<file path="src/rtl/uart_pkg.sv">
// Shared UART definitions: the FSM state encoding used by uart_tx and uart_rx_16x, plus oversample constants.
package uart_pkg;

   typedef enum logic [1:0] {
      IDLE  = 2'd0,
      START = 2'd1,
      DATA  = 2'd2,
      STOP  = 2'd3
   } uart_state_t;

   localparam int unsigned OS_RATE   = 16;
   localparam int unsigned MID_TICK  = 7;
   localparam int unsigned LAST_TICK = OS_RATE - 1;
   localparam int unsigned TICK_W    = $clog2(OS_RATE);

   function automatic logic maj3(input logic a, input logic b, input logic c);
      return (a & b) | (a & c) | (b & c);
   endfunction

endpackage

</file>
<file path="src/rtl/uart_rx_sync.sv">
// Multi-flop synchroniser for the asynchronous rx pin; resets to the idle (high) line level.
module uart_rx_sync #(
   parameter int unsigned SYNC_STAGES = 2
) (
   input  logic clk,
   input  logic rst_n,
   input  logic rx,
   output logic rx_s
);

   logic [SYNC_STAGES-1:0] sync_q;

   always_ff @(posedge clk or negedge rst_n) begin
      if (!rst_n) begin
         sync_q <= '1;
      end else begin
         sync_q <= {sync_q[SYNC_STAGES-2:0], rx};
      end
   end

   assign rx_s = sync_q[SYNC_STAGES-1];

endmodule

</file>
<file path="src/rtl/uart_rx_16x.sv">
// 8N1 UART receiver on a 16x oversample tick, LSB first, with one-clk rx_valid / frame_err strobes.
// Define UART_RX_MAJORITY_EN to take each bit decision as a 2-of-3 vote over the last three ticks.
module uart_rx_16x
   import uart_pkg::*;
#(
   parameter int unsigned DATA_BITS   = 8,
   parameter int unsigned SYNC_STAGES = 2
) (
   input  logic                 clk,
   input  logic                 rst_n,
   input  logic                 rx,
   input  logic                 os_tick,
   output logic [DATA_BITS-1:0] rx_data,
   output logic                 rx_valid,
   output logic                 frame_err,
   output logic                 rx_busy
);

   localparam int unsigned BIT_W = (DATA_BITS > 1) ? $clog2(DATA_BITS) : 1;

   logic                 rx_s;
   logic                 sample;
   uart_state_t          state_q, state_d;
   logic [TICK_W-1:0]    tick_q, tick_d;
   logic [BIT_W-1:0]     bit_q, bit_d;
   logic [DATA_BITS-1:0] shift_q, shift_d;
   logic [DATA_BITS-1:0] data_q, data_d;
   logic                 armed_q, armed_d;
   logic                 valid_q, valid_d;
   logic                 ferr_q, ferr_d;
   logic                 busy_q, busy_d;

   uart_rx_sync #(
      .SYNC_STAGES(SYNC_STAGES)
   ) u_sync (
      .clk  (clk),
      .rst_n(rst_n),
      .rx   (rx),
      .rx_s (rx_s)
   );

`ifdef UART_RX_MAJORITY_EN
   // History shifts on every tick, so at the decision tick it holds the two preceding samples.
   logic [1:0] hist_q;

   always_ff @(posedge clk or negedge rst_n) begin
      if (!rst_n) begin
         hist_q <= '1;
      end else if (os_tick) begin
         hist_q <= {hist_q[0], rx_s};
      end
   end

   assign sample = maj3(hist_q[1], hist_q[0], rx_s);
`else
   assign sample = rx_s;
`endif

   always_comb begin
      state_d = state_q;
      tick_d  = tick_q;
      bit_d   = bit_q;
      shift_d = shift_q;
      data_d  = data_q;
      armed_d = armed_q;
      valid_d = 1'b0;
      ferr_d  = 1'b0;

      if (os_tick) begin
         case (state_q)
            IDLE: begin
               if (rx_s) begin
                  armed_d = 1'b1;
               end else if (armed_q) begin
                  state_d = START;
                  tick_d  = '0;
               end
            end
            START: begin
               if (tick_q == TICK_W'(MID_TICK)) begin
                  if (!sample) begin
                     state_d = DATA;
                     tick_d  = '0;
                     bit_d   = '0;
                  end else begin
                     state_d = IDLE;
                  end
               end else begin
                  tick_d = tick_q + 1'b1;
               end
            end
            DATA: begin
               tick_d = tick_q + 1'b1;
               if (tick_q == TICK_W'(LAST_TICK)) begin
                  shift_d = {sample, shift_q[DATA_BITS-1:1]};
                  bit_d   = bit_q + 1'b1;
                  if (bit_q == BIT_W'(DATA_BITS - 1)) begin
                     state_d = STOP;
                  end
               end
            end
            STOP: begin
               tick_d = tick_q + 1'b1;
               if (tick_q == TICK_W'(LAST_TICK)) begin
                  state_d = IDLE;
                  if (sample) begin
                     data_d  = shift_q;
                     valid_d = 1'b1;
                  end else begin
                     ferr_d  = 1'b1;
                     armed_d = 1'b0;
                  end
               end
            end
            default: state_d = IDLE;
         endcase
      end

      busy_d = (state_d != IDLE);
   end

   always_ff @(posedge clk or negedge rst_n) begin
      if (!rst_n) begin
         state_q <= IDLE;
         tick_q  <= '0;
         bit_q   <= '0;
         shift_q <= '0;
         data_q  <= '0;
         armed_q <= 1'b1;
         valid_q <= 1'b0;
         ferr_q  <= 1'b0;
         busy_q  <= 1'b0;
      end else begin
         state_q <= state_d;
         tick_q  <= tick_d;
         bit_q   <= bit_d;
         shift_q <= shift_d;
         data_q  <= data_d;
         armed_q <= armed_d;
         valid_q <= valid_d;
         ferr_q  <= ferr_d;
         busy_q  <= busy_d;
      end
   end

   assign rx_data   = data_q;
   assign rx_valid  = valid_q;
   assign frame_err = ferr_q;
   assign rx_busy   = busy_q;

endmodule
</file>
<file path="config.mk">
export PLATFORM = sky130hd
export DESIGN_NAME = uart_rx_16x
export DESIGN_NICKNAME = d
export VERILOG_FILES = /design/src/rtl/uart_pkg.sv /design/src/rtl/uart_rx_sync.sv /design/src/rtl/uart_rx_16x.sv
export SDC_FILE = /design/constraint.sdc
export NUM_CORES = 1
export LEC_CHECK = 0
export BUFFER_PORTS_ARGS = -buffer_cell sky130_fd_sc_hd__buf_2
export CAP_MARGIN = 30
export CORE_MARGIN = 4
export CORE_UTILIZATION = 45
export CTS_BUF_LIST = sky130_fd_sc_hd__clkbuf_16
export DETAILED_ROUTE_END_ITERATION = 8
export GPL_TIMING_DRIVEN = 0
export PLACE_DENSITY = 0.7
export SLEW_MARGIN = 5
export SYNTH_ARGS = -nofsm -noshare
export SYNTH_HDL_FRONTEND = slang
export SYNTH_SLANG_ARGS = --single-unit
</file>
<file path="constraint.sdc">
create_clock -name clk -period 4.9 [get_ports clk]
set_clock_uncertainty 0.05 [all_clocks]
set_input_delay 0.49 -clock clk [delete_from_list [all_inputs] [get_ports clk]]
set_output_delay 0.49 -clock clk [all_outputs]
set_load 0.1 [all_outputs]
</file>
## Word level (Yosys, flattened, before mapping)

Cells that the tools add are included.

- Flip-flop bits (word level): 31
- Input port bits: 4
- Output and inout port bits: 11

- $add $sub $neg: 2
- Eq/ne operators: 15
- Multiplexer cells: 30
- Reduce and logical (&&, ||, !) cells: 10

Operator list:

| kind | number |
|---|---|
| 2-to-1 mux 2 bit | 8 |
| 2-to-1 mux 4 bit | 4 |
| != test 2 bit (second input constant) | 7 |
| case mux 4 bit (3 select lines) | 1 |
| 2-to-1 mux 1 bit | 11 |
| AND reduction 5 bit | 2 |
| 2-to-1 mux 3 bit | 3 |
| case mux 2 bit (4 select lines) | 1 |
| AND reduction 4 bit | 2 |
| case mux 3 bit (2 select lines) | 1 |
| nonzero test 2 bit | 3 |
| adder 4 x 1 -> 4 bit (second input constant) | 1 |
| equality test 2 bit (second input constant) | 2 |
| equality test 4 x 3 -> 1 bit (second input constant) | 1 |
| equality test 4 bit (second input constant) | 1 |
| adder 3 x 1 -> 3 bit (second input constant) | 1 |
| equality test 3 bit (second input constant) | 1 |
| != test 3 bit (second input constant) | 1 |
| AND reduction 3 bit | 1 |
| equality test 2 x 1 -> 1 bit (second input constant) | 1 |
| logical NOT 2 bit | 1 |
| != test 2 x 1 -> 1 bit (second input constant) | 1 |
| case mux 1 bit (2 select lines) | 1 |
| OR reduction 2 bit | 1 |

## Longest topological paths before layout

Gate-level depths: netlist of run 1.

- Depth in word-level cells: 6
- Mapped depth: 6
- Gate-level depth less buffers: 6

## By module

From an unflattened synthesis of run 1, not the netlist that was laid out.

- Cells, all modules: 103
- Area, all modules: 1387.6 um^2

By module, submodules not included:

| module | instances | cells each | area an instance (um^2) |
|---|---|---|---|
| uart_rx_16x | 1 | 101 | 1335.0 |
| uart_rx_sync | 1 | 2 | 52.6 |

## Least setup slack after synthesis of run 1

No wires, ideal clock.

- Path kind: register to register
- Start: reg tick_q[0]
- End: reg shift_q[0]
- Library setup time: 0.125 ns
- Arrival time: 1.487 ns
- Required time: 4.725 ns
- Path slack: 3.238 ns
- Cell stages (with the launch flop): 6
- Cells stage by stage: dfrtp_1 -> ha_1 -> and4_1 -> and3_4 -> buf_6 -> mux2_2

- Cells in the longest elaborated chain, start to end: 2

RTL lines:

| what | line | source |
|---|---|---|
| from (decl) | uart_rx_16x.sv:24 | `logic [TICK_W-1:0] tick_q, tick_d;` |
| from (signal assigned) | uart_rx_16x.sv:135 | `tick_q <= tick_d;` |
| equality test 4 bit | uart_rx_16x.sv:94 | `if (tick_q == TICK_W'(LAST_TICK)) begin` |
| AND reduction 3 bit (no source line) | - |  |
| to (signal assigned) | uart_rx_16x.sv:137 | `shift_q <= shift_d;` |
| to (decl) | uart_rx_16x.sv:26 | `logic [DATA_BITS-1:0] shift_q, shift_d;` |

No other way between the ends.
A chain may end at the register's enable or synchronous reset.

## Final worst setup path of run 1

- Start: reg tick_q[0]
- End: reg shift_q[6]

The elaborated chain is that of the path after synthesis.

==> results of run 1 <==
## final cells by class
| class | instances | share of cell area (%) |
|---|---|---|
| flip-flops and latches | 31 | 46.63 |
| multi-input cells | 70 | 35.48 |
| clock buffers | 5 | 7.485 |
| repair buffers | 13 | 3.892 |
| well taps | 44 | 3.293 |
| plain buffers | 5 | 2.246 |
| clock inverters | 3 | 0.7485 |
| inverters | 1 | 0.2246 |
## metal layers
metal | share of wire, % | vias to the layer above
li1 | - | 426
met1 | 44 | 444
met2 | 49 | 28
met3 | 5.4 | 4
met4 | 1.5 | 0
met5 | 0 | -
## critical path, delay by kind of cell (launching register included)
kind          cells  cell delay (ns)
fa+ha+maj         1             0.35
mux               1             0.34
buf+inv           1             0.14
flops             1             0.39
simple gates      2             0.48
## Yosys cell counts, types with 2 or more instances
cell      instances
nor3_1            2
nand2b_1          2
a211oi_1          2
a31oi_1           2
nand2_1           4
mux2_2           16
buf_2             3
dfstp_2           3
dfrtp_1          28
ha_1              3
nor2_1            5
a22o_1            2
a21oi_1           5
o21ai_0           5
buf_6             2
mux2_4            2
## per-stage QoR
step | cells | area, um^2 | power (W) | setup WS, ns | hold WS [ns]
final | 172 | 1672 | 0.0007153 | 3.036 | 0.1982
after global routing | 172 | 1672 | 0.0007576 | 2.927 | 0.2553
after CTS | 172 | 1672 | 0.0007232 | 3.030 | 0.2240
after detailed placement | 164 | 1534 | 0.0004369 | 3.056 | 0.2970
after global placement | 164 | 1534 | 0.0004315 | 3.089 | 0.2955
after floorplan | 107 | 1414 | 0.0004073 | 3.238 | 0.1444
## power by group
| group | total (W) | internal, W | leakage, nW | switching [W] |
|---|---|---|---|---|
| logic | 0.000139 | 0.0000482 | 0.344 | 0.0000904 |
| registers | 0.000295 | 0.000277 | 0.416 | 0.0000177 |
| clock network | 0.000282 | 0.000183 | 0.0762 | 0.0000991 |
| total | 0.000715 | 0.000508 | 0.836 | 0.000207 |
## state kept, by name, indices dropped and copies added, names as in the netlist
| register | count |
|---|---|
| shift_q | 8 |
| rx_valid | 1 |
| u_sync.sync_q | 2 |
| state_q | 2 |
| frame_err | 1 |
| tick_q | 4 |
| rx_busy | 1 |
| bit_q | 3 |
| armed_q | 1 |
| rx_data | 8 |
## kinds of logic (layout without fill, tap and decap cells)
group	count (synthesis)	count (layout)	synth area share, %
AOI/OAI and AO/OA	23	23	11.86
xor gates and xnor gates	1	1	0.6196
adders and majority gates	3	3	2.655
buffers and inverters	6	27	2.920
DFF	31	31	55.13
muxes	18	18	14.87
and+or+nand+nor	25	25	11.95
## final timing paths
| kind | from | cells past startpoint | slack, ns | endpoint |
|---|---|---|---|---|
| setup / recovery | tick_q[0] | 5 | 3.04 | shift_q[6] |
| setup reg to reg | tick_q[0] | 5 | 3.04 | shift_q[6] |
| min in group clk | rx | 1 | 0.26 | u_sync.sync_q[0] |
| hold reg to reg | u_sync.sync_q[0] | 0 | 0.30 | u_sync.sync_q[1] |
| max in group asynchronous | rst_n | 1 | 4.17 | shift_q[0] |
| hold / removal | rst_n | 1 | 0.20 | rx_busy |
==> flow_metrics.py, run 1 <==
metrics = {
    "run_status": {
        "status": "completed",
    },
    "setup_path": {
        "startpoint_type": "register",
        "critPathMaxStageDelay_ns": 0.39,
        "path_cells": "ha_1, and4_1, and3_4, buf_6, mux2_2",
        "cp.arrival_ns": 1.97,
        "crit_fanout": 10,
        "critPathRequiredTime_ns": 5.01,
        "slowest_stage": "dfrtp_1",
        "critPathKind": "register to register",
        "endpoint_kind": "register",
    },
    "synth": {
        "yosysWarnings": 0,
        "synth-edff-count": 0,
        "synth_seq_area_share_pct": 55.13,
        "ys.flop_type": "dfrtp_1",
        "yosysTopAreaCell": "dfrtp_1",
        "async_flop_share_pct": 100.0,
        "synth_cells": 107,
        "syn_nets": 114,
        "netlist_top_cells_area": "dfrtp_1 (50%), mux2_2 (13%), dfstp_2 (5.6%), ha_1 (2.7%), mux2_4 (2.1%)",
        "yosysTopAreaCellShare_pct": 49.56,
        "yosysUniqueCellTypes": 37,
        "syn-cell-area_um2": 1414,
        "avgSynthCellArea_um2": 13.21,
        "ys_seq_elements": 31,
    },
    "cells_and_area": {
        "multi_input_area_um2": 593.1,
        "layout_commonest_cell": "dfrtp_1",
        "diodes": 0,
        "final_cell_mix": "dfrtp_1 (28), buf_2 (16), mux2_2 (16)",
        "fin_util_pct": 55.21,
        "fin_nets": 134,
        "syn_to_final_growth_pct": 18.23,
        "seq_area_um2": 779.5,
        "layout-drive-gt1-share_pct": 40.63,
        "fillers": 265,
    },
    "power": {
        "leakagePower_nw": 0.8360,
        "ir_worst_vdd_mv": 0.2540,
        "power.density_nw_per_um2": 427.9,
    },
    "sta": {
        "drv_slew": 0,
        "hold_viol_final": 0,
        "worstMarginPinSlew_ns": 0.6616,
        "fin_crit_ns": 1.864,
        "slew_headroom_pct": 55.89,
        "finalCritPeriodShare_pct": 38.04,
        "setup_viol": 0,
        "finalSetupTns_ns": 0,
        "rsz0062_at_grt": "false",
        "fmax_mhz": 536.5,
    },
    "place": {
        "portBuffers": 13,
        "dpl.hpwl_um": 1648,
        "gp_congestion": 0.7725,
    },
    "global_routing": {
        "grtUsageMet3_pct": 5.448,
        "use_met2_pct": 23.10,
        "antenna_found_initial": 0,
        "grt_pass1_wl_um": 4505,
        "grtUsageTotal_pct": 14.32,
        "grt_overflow": 0,
        "grt_util_met1_pct": 17.14,
        "grt_start_max_net_pins": 32,
        "busiest_layer": "met2",
        "first_global_vias": 962,
    },
    "run": {
        "cap_violations": 0,
    },
    "floorplan": {
        "die_w_um": 64.05,
        "fp.coreArea_um2": 3028,
        "initial_utilization_pct": 46.69,
        "io_pins": 15,
        "die_y_um": 64.05,
        "rows": 20,
        "dieArea_um2": 4102,
    },
    "detailed_routing": {
        "avgRoutedWirePerCell_um": 14.43,
        "drc": 0,
        "drt_iter0_markers": 50,
        "vias": 902,
        "viasPerCell": 5.244,
        "firstDrtPassIters": 4,
        "postRouteAntennaNets": 0,
        "wl_um": 2482,
    },
    "cts": {
        "clock-sinks": 31,
        "cts_tree": "yes",
        "htree_levels": 2,
        "hold_buffers": 0,
        "clk_pin_slew_ns": 0.05,
        "cts_root_buf": "clkbuf_16",
        "cts-buffers-inserted": 5,
        "clock_latency_ns": 0.27,
        "cts_setup_buffers": 0,
        "cts_resized": 0,
        "clk_path_buf_depth": 2,
    },
    "min_path": {
        "hold_class": "primary input to async pin",
    },
}
Power figures use the tool's default switching activity.
==> run 2: changes to the inputs <==
--- a/config.mk
+++ b/config.mk
@@ -12,7 +12,7 @@
 export CTS_BUF_LIST = sky130_fd_sc_hd__clkbuf_16
 export DETAILED_ROUTE_END_ITERATION = 8
 export GPL_TIMING_DRIVEN = 0
-export PLACE_DENSITY = 0.7
+export PLACE_DENSITY = 0.72
 export SLEW_MARGIN = 5
 export SYNTH_ARGS = -nofsm -noshare
 export SYNTH_HDL_FRONTEND = slang
==> constraint.sdc (replaced) <==
create_clock -name clk -period 1.6 [get_ports clk]
set_clock_uncertainty 0.05 [all_clocks]
set_input_delay 0.16 -clock clk [delete_from_list [all_inputs] [get_ports clk]]
set_output_delay 0.16 -clock clk [all_outputs]
set_load 0.1 [all_outputs]
==> run 2 against run 1 <==
Against the previous run: the run now ends with negative setup slack left; hold slack lost 0.11 ns; die area is the same; non-clock buffer count grew 10; worst setup slack lost 3.1 ns; critical path type unchanged.
==> flow_metrics.py, run 2 (same netlist as run 1, synthesis figures left out) <==
metrics = {
    "run_status": {
        "status": "finished, violations left",
        "violations": "negative setup slack",
    },
    "cells_and_area": {
        "final_cell_mix": "dfrtp_1 (27), buf_2 (15), mux2_4 (9), mux2_2 (9), buf_4 (8)",
        "fin_nets": 144,
        "syn_to_final_growth_pct": 29.82,
        "layout_commonest_cell": "dfrtp_1",
        "layout-drive-gt1-share_pct": 48.55,
        "diodes": 0,
    },
    "cts": {
        "cts-buffers-inserted": 5,
        "clock-sinks": 31,
        "htree_levels": 2,
        "cts_tree": "yes",
        "cts_root_buf": "clkbuf_16",
        "clock_latency_ns": 0.27,
        "clk_path_buf_depth": 2,
        "clk_pin_slew_ns": 0.05,
    },
    "floorplan": {
        "die_y_um": 64.05,
        "initial_utilization_pct": 46.69,
        "io_pins": 15,
        "fp.coreArea_um2": 3028,
        "die_w_um": 64.05,
        "dieArea_um2": 4102,
        "rows": 20,
    },
    "power": {
        "seqPwrFrac_pct": 39.4,
        "ir_worst_vdd_mv": 0.9663,
        "switching_power_w": 0.0006846,
        "total_power_w": 0.002318,
        "leakagePower_nw": 0.9116,
        "power_frac_comb_pct": 22.9,
        "p_clk_share_pct": 37.7,
        "internal_power_w": 0.001634,
        "power.density_nw_per_um2": 1263,
        "switching_share_pct": 29.53,
    },
    "detailed_routing": {
        "vias": 936,
        "firstDrtPassIters": 4,
        "avgRoutedWirePerCell_um": 15.21,
        "postRouteAntennaNets": 0,
        "drc": 0,
        "drt_iter0_markers": 33,
        "wl_um": 2769,
        "viasPerCell": 5.143,
    },
    "place": {
        "portBuffers": 13,
        "post-place-ws_ns": -0.1262,
        "gp_congestion": 0.7810,
        "dpl.hpwl_um": 1672,
    },
    "global_routing": {
        "grt_start_max_net_pins": 32,
        "grt_overflow": 0,
        "grt_pass1_wl_um": 4705,
        "first_global_vias": 1004,
        "grtUsageTotal_pct": 15.19,
        "antenna_found_initial": 0,
    },
    "setup_path": {
        "critPathRequiredTime_ns": 1.71,
        "crit_fanout": 7,
        "path_delay_family": "flip-flops",
        "crit_buf_inv": 1,
        "cp.arrival_ns": 1.74,
        "slowest_stage": "dfrtp_1",
        "startpoint_type": "register",
        "endpoint_kind": "register",
        "critPathKind": "register to register",
        "path_cells": "and4_4, and3_4, buf_8, mux2_4",
        "critPathMaxStageDelay_ns": 0.51,
    },
    "sta": {
        "finalSetupTns_ns": -0.1664,
        "fmax_mhz": 612.7,
        "setup_slack_ns": -0.03217,
        "worstMarginPinSlew_ns": 0.6560,
        "finalCritPeriodShare_pct": 102.0,
        "drv_slew": 0,
        "rsz0062_at_grt": "true",
        "slew_headroom_pct": 56.27,
        "hold_viol_final": 0,
        "fin_crit_ns": 1.632,
        "setup_viol": 7,
    },
    "min_path": {
        "hold_class": "primary input to register",
    },
    "run": {
        "cap_violations": 0,
    },
}
-- run 2: changes by cell type in the layout (fill, tap and decap cells not counted), sizes merged --
cell / before / now
clkbuf: 5 / 6
buf: 18 / 25
dlygate4sd3: 0 / 2
-- run 2: final timing paths --
check / start / endpoint / slack (ns) / cells after the start
setup / recovery: tick_q[3] / shift_q[2] / -0.03 / 4
hold / removal: os_tick / state_q[0] / 0.09 / 2
setup reg to reg: tick_q[3] / shift_q[2] / -0.03 / 4
hold reg to reg: u_sync.sync_q[0] / u_sync.sync_q[1] / 0.30 / 0
max in group asynchronous: rst_n / state_q[0] / 0.63 / 2
min in group asynchronous: rst_n / rx_busy / 0.40 / 2
-- run 2: stage by stage --
step           instance area (um^2)  hold WS (ns)  util, %  instances
3_3_place_gp                   1546        0.1752    51.07        164
4_1_cts                        1740       0.05554    57.48        178
3_5_place_dp                   1546        0.1833    51.07        164
5_1_grt                        1836       0.07959    60.62        182
6_report                       1836       0.08834    60.62        182
2_1_floorplan                  1426       -0.1856        -        107
-- run 2: repair_timing --
item | 4_1_cts | 5_1_grt
setup buffers | 4 | 4
gates resized for setup | 2 | 13
pin swaps | 3 | 4
gates cloned | 0 | 1
setup endpoints to repair | 17 | 23
hold endpoints to repair | 29 | 0
hold buffers | 2 | 0
-- run 2: per-layer routing --
layer / wire length, um / GRT usage, %
met1: 1235 / 18.30
met2: 1344 / 23.35
met3: 142 / 6.854
met4: 47 / 6.469
met5: 0 / 0
-- run 2: area by class of cell --
class                      instances  area, um^2
buffer                             4       36.28
fill                             259        1192
sequential                        31       780.7
tap                               44       55.05
multi-input combinational         70       651.9
timing repair buffer              24       170.2
clock inverter                     3       12.51
inverter                           1       3.754
clock buffer                       5       125.1
-- run 2: worst reg2reg max path, stage by stage (launching register included) --
cell and delay [ns]:
dfrtp_1 0.51, and4_4 0.28, and3_4 0.23, buf_8 0.14
mux2_4 0.31
-- run 2: power groups by stage --
stage               Clock [W]  Combinational (W)  Sequential, W
finish               0.000873           0.000531       0.000914
global route         0.000941           0.000588       0.000927
global placement            0           0.000421       0.000921
CTS                  0.000896           0.000509       0.000905
floorplan                   0           0.000267        0.00100
detailed placement          0           0.000445       0.000926
